[src/rtl/fifo_wr_arbiter.sv]
// Round-robin arbiter sharing one FIFO write port among NUM_REQ valid/ready producers,
// with a one-entry output register. Optional per-requester counters under FIFO_ARB_STATS_EN.
module fifo_wr_arbiter #(
  parameter  int DATA_WIDTH = 32,
  parameter  int NUM_REQ    = 4,
  parameter  int CNT_WIDTH  = 16,
  localparam int IDW        = $clog2(NUM_REQ)
) (
  input  logic                          i_clk,
  input  logic                          i_reset,
  input  logic [NUM_REQ-1:0]            i_req_valid,
  input  logic [NUM_REQ*DATA_WIDTH-1:0] i_req_data,
  output logic [NUM_REQ-1:0]            o_req_ready,
  input  logic                          i_fifo_full,
  output logic                          o_fifo_wr_en,
  output logic [DATA_WIDTH-1:0]         o_fifo_data,
  output logic [IDW-1:0]                o_last_id,
  output logic [NUM_REQ*CNT_WIDTH-1:0]  o_stat_count
);

  logic                  r_out_valid;
  logic [DATA_WIDTH-1:0] r_out_data;
  logic [IDW-1:0]        r_out_id;
  logic [IDW-1:0]        r_rr_ptr;

  logic                  w_can_take;
  logic                  w_found;
  logic [IDW-1:0]        w_win;
  logic                  w_take;
  logic                  w_wr_en;
  logic [IDW-1:0]        w_next_ptr;
  logic [DATA_WIDTH-1:0] w_win_data;

  assign w_can_take = !r_out_valid || !i_fifo_full;

  // Scan from rr_ptr upward, wrapping by subtraction so non-power-of-two counts work.
  always_comb begin
    int idx;
    idx     = 0;
    w_found = 1'b0;
    w_win   = '0;
    for (int k = 0; k < NUM_REQ; k++) begin
      idx = int'(r_rr_ptr) + k;
      if (idx >= NUM_REQ) idx = idx - NUM_REQ;
      if (!w_found && i_req_valid[idx]) begin
        w_found = 1'b1;
        w_win   = IDW'(idx);
      end
    end
  end

  assign w_take      = w_found && w_can_take && !i_reset;
  assign o_req_ready = w_take ? (NUM_REQ'(1) << w_win) : '0;
  assign w_next_ptr  = (int'(w_win) == NUM_REQ - 1) ? '0 : w_win + 1'b1;
  assign w_win_data  = i_req_data[int'(w_win)*DATA_WIDTH +: DATA_WIDTH];

  // Reset gates the write so a held word is discarded rather than leaking out.
  assign w_wr_en      = r_out_valid && !i_fifo_full && !i_reset;
  assign o_fifo_wr_en = w_wr_en;
  assign o_fifo_data  = r_out_data;
  assign o_last_id    = r_out_id;

  always_ff @(posedge i_clk) begin
    if (i_reset) begin
      r_out_valid <= 1'b0;
      r_out_data  <= '0;
      r_out_id    <= '0;
      r_rr_ptr    <= '0;
    end else begin
      if (w_take) begin
        r_out_valid <= 1'b1;
        r_out_data  <= w_win_data;
        r_out_id    <= w_win;
        r_rr_ptr    <= w_next_ptr;
      end else if (w_wr_en) begin
        r_out_valid <= 1'b0;
      end
    end
  end

`ifdef FIFO_ARB_STATS_EN
  for (genvar g = 0; g < NUM_REQ; g++) begin : g_stat
    logic [CNT_WIDTH-1:0] r_cnt;
    always_ff @(posedge i_clk) begin
      if (i_reset)
        r_cnt <= '0;
      else if (w_take && (w_win == IDW'(g)) && (r_cnt != '1))
        r_cnt <= r_cnt + 1'b1;
    end
    assign o_stat_count[g*CNT_WIDTH +: CNT_WIDTH] = r_cnt;
  end
`else
  assign o_stat_count = '0;
`endif

endmodule

[config.mk]
export PLATFORM = sky130hd
export DESIGN_NAME = fifo_wr_arbiter
export DESIGN_NICKNAME = d
export VERILOG_FILES = /design/src/rtl/fifo_wr_arbiter.sv
export SDC_FILE = /design/constraint.sdc
export NUM_CORES = 1
export LEC_CHECK = 0
export ABC_CLOCK_PERIOD_IN_PS = 2500
export BUFFER_PORTS_ARGS = -buffer_cell sky130_fd_sc_hd__buf_2
export CAP_MARGIN = 10
export CORE_MARGIN = 5
export CORE_UTILIZATION = 40
export CTS_CLUSTER_DIAMETER = 40
export CTS_CLUSTER_SIZE = 16
export DETAILED_ROUTE_END_ITERATION = 16
export PLACE_DENSITY = 0.83
export SYNTH_ARGS = -nofsm -noshare
export SYNTH_HDL_FRONTEND = slang
export SYNTH_SLANG_ARGS = --single-unit
[constraint.sdc]
create_clock -name i_clk -period 2.5 [get_ports i_clk]
set_input_delay 0.25 -clock i_clk [delete_from_list [all_inputs] [get_ports i_clk]]
set_output_delay 0.25 -clock i_clk [all_outputs]
set_load 0.005 [all_outputs]
==> flow_metrics.py <==
metrics = {
    "run_status": {
        "outcome": "complete, no violations",
    },
    "clocking": {
        "clock_latency_ns": 0.28,
        "clkSinkCount": 37,
        "clk_path_buf_depth": 2,
        "htree_levels": 2,
        "holdBufCountCts": 0,
        "cts-resized-gates": 0,
        "post_cts_buffers": 0,
        "cts_tree": "done",
        "root_buffer": "clkbuf_8",
        "cts_buffers": 5,
        "clk_pin_slew_ns": 0.08,
    },
    "drt": {
        "dr.pass1.iters": 5,
        "vias": 2930,
        "drt-wirelength-per-cell_um": 14.8,
        "wl_um": 8990,
        "drt-initial-drc-count": 102,
        "vias_per_cell": 4.83,
        "route.detailed.drc": 0,
        "ant_nets": 0,
    },
    "die": {
        "die_x_um": 94.9,
        "start_util_pct": 40.4,
        "num_rows": 31,
        "die_h_um": 94.9,
        "core_area_um2": 7140,
        "die-area_um2": 9000,
        "io_pins": 238,
    },
    "power_and_ir_drop": {
        "power_frac_clock_pct": 29.4,
        "p_total_w": 0.00209,
        "p_leak_nw": 1.96,
        "p_int_w": 0.00144,
        "power_frac_comb_pct": 35.1,
        "power.share.sequential_pct": 35.5,
        "vdd_drop_max_mv": 0.316,
        "power_density_nw_per_um2": 570,
        "switching_share_pct": 31.2,
        "power_switching_w": 0.000651,
    },
    "timing": {
        "setup_ws_ns": 0.223,
        "fmax_mhz": 439,
        "timing.final.crit_share_pct": 91.1,
        "hold_viol": 0,
        "post-route-min-period_ns": 2.28,
        "slew_violations": 0,
        "skew_ns": 0.00795,
        "fin_setup_tns_ns": 0,
        "maxSlewHeadroom_pct": 64.5,
        "setup_violations": 0,
        "rsz0062_at_grt": "no",
        "worst_slew_pin_slew_ns": 0.533,
    },
    "yosys": {
        "yosys_register_bits": 37,
        "synthCells": 346,
        "avgSynthCellArea_um2": 8.32,
        "ys_warn_count": 0,
        "ys_seq_area_share_pct": 25.7,
        "synth_area_um2": 2880,
        "ys_types": 31,
    },
    "setup_path": {
        "end_kind": "output pin",
        "crit_fanout": 28,
        "start_kind": "register",
        "path_cells": "nor2b_1 > or4b_4 > and2_4 > nor2_1 > buf_2",
        "critical_path_class": "reg -> out",
        "critPathRequiredTime_ns": 2.25,
        "arrival_ns": 2.03,
        "slowest_stage": "or4b_4",
        "max_stage_delay_ns": 0.63,
    },
    "min_path": {
        "hp-class": "in -> reg",
    },
    "layout": {
        "nets": 642,
        "diodes": 0,
        "final_layout_size_suffix_gt1_share_pct": 38.4,
        "final_cells": 607,
        "multi_input_area_um2": 1740,
        "final_common_cell": "buf_2",
        "final_cell_mix": "buf_2 (173), conb_1 (64), mux2i_1 (39), dfxtp_1 (37), nand2_1 (34)",
        "fillers": 700,
        "syn_to_final_growth_pct": 27.2,
        "regArea_um2": 741,
    },
    "placed_design": {
        "gp_congestion": 0.835,
        "dp_cells": 599,
        "dpl_worst_slack_ns": 0.381,
        "place.port_buffers": 173,
        "dp_hpwl_um": 7290,
    },
    "run": {
        "max_cap_violations": 0,
    },
    "grt": {
        "grtUsageTotal_pct": 18.3,
        "overflow": 0,
        "grt_max_degree": 31,
        "antenna_found_initial": 0,
        "grt_pass1_vias": 2829,
        "grt_pass1_wl_um": 13000,
    },
}
-- worst max-delay path: cells and delay by family, from the launching register on --
family                 cells  cell delay, ns
flip-flops                 1            0.38
AND/OR/NAND/NOR            4            1.24
buffers and inverters      1            0.12
-- state kept, by name (all words and copies together) (netlist names) --
name	count
r_out_valid	1
o_last_id	2
o_fifo_data	32
r_rr_ptr	2
-- power by group through the flow --
stage	clock network, W	registers [W]	logic [W]
after floorplan	0	0.000758	0.000534
after global placement	0	0.000748	0.000703
after detailed placement	0	0.000753	0.000730
after CTS	0.000631	0.000740	0.000731
after global routing	0.000653	0.000753	0.000807
final	0.000613	0.000741	0.000732
-- layout make-up --
class                   count  area share, %
repair buffers            181           25.3
clock buffers               5           1.88
multi-input cells         282           47.5
clock inverters             3           1.78
well taps                  99           3.38
flip-flops and latches     37           20.2
-- layer usage --
layer	part of all wire, %	vias up	track usage, %
met5	0	-	0
li1	-	1429	-
met4	1.2	0	5.17
met2	53	140	33.9
met1	37	1351	20.6
met3	8.8	10	4.22
-- cell usage after synthesis, drive strengths merged --
master / number / share of area (%)
a211oi: 3 / 0.78
a21boi: 26 / 6.8
a21o: 1 / 0.26
a21oi: 4 / 0.70
and2: 1 / 0.30
and3: 25 / 5.4
buf: 72 / 20
clkbuf: 18 / 2.3
conb: 1 / 0.13
dfxtp: 37 / 26
mux2i: 39 / 14
nand2: 34 / 4.4
nand2b: 1 / 0.22
nand3b: 7 / 1.8
nor2: 8 / 1.0
nor2b: 4 / 0.87
nor3b: 1 / 0.26
nor4: 1 / 0.43
o211ai: 25 / 6.5
o21ai: 25 / 4.3
o21bai: 1 / 0.26
o221ai: 7 / 2.1
o311a: 1 / 0.39
o31a: 1 / 0.35
or4: 1 / 0.26
or4b: 1 / 0.48
xnor2: 1 / 0.30
-- stage by stage --
step	instance area, um2	hold slack (ns)	utilization [%]
2_1_floorplan	3120	0.394	-
3_3_place_gp	3530	0.444	49.4
3_5_place_dp	3530	0.449	49.4
4_1_cts	3660	0.233	51.3
5_1_grt	3660	0.266	51.3
6_report	3660	0.246	51.3
-- path summary, 6_finish.rpt --
path / from / end / slack (ns) / cells past startpoint
worst min register to register: o_last_id[0] / o_last_id[0] / 0.46 / 2
worst max-delay path: r_rr_ptr[0] / o_req_ready[1] / 0.22 / 5
worst max register to register: r_rr_ptr[0] / o_fifo_data[19] / 0.44 / 5
worst min-delay path: i_fifo_full / r_out_valid / 0.25 / 3
-- kinds of logic (layout without fill, tap and decap cells) --
kind of cell,after synthesis,count (layout),synth area share (%)
AO/OA/AOI/OAI,94,94,22.5
buffers and inverters,90,189,22.2
AND/OR/NAND/NOR,84,84,15.6
multiplexers,39,39,13.6
flip-flops,37,37,25.7
other,1,64,0.130
XOR/XNOR,1,1,0.304
(Power assumes the default switching activity.)
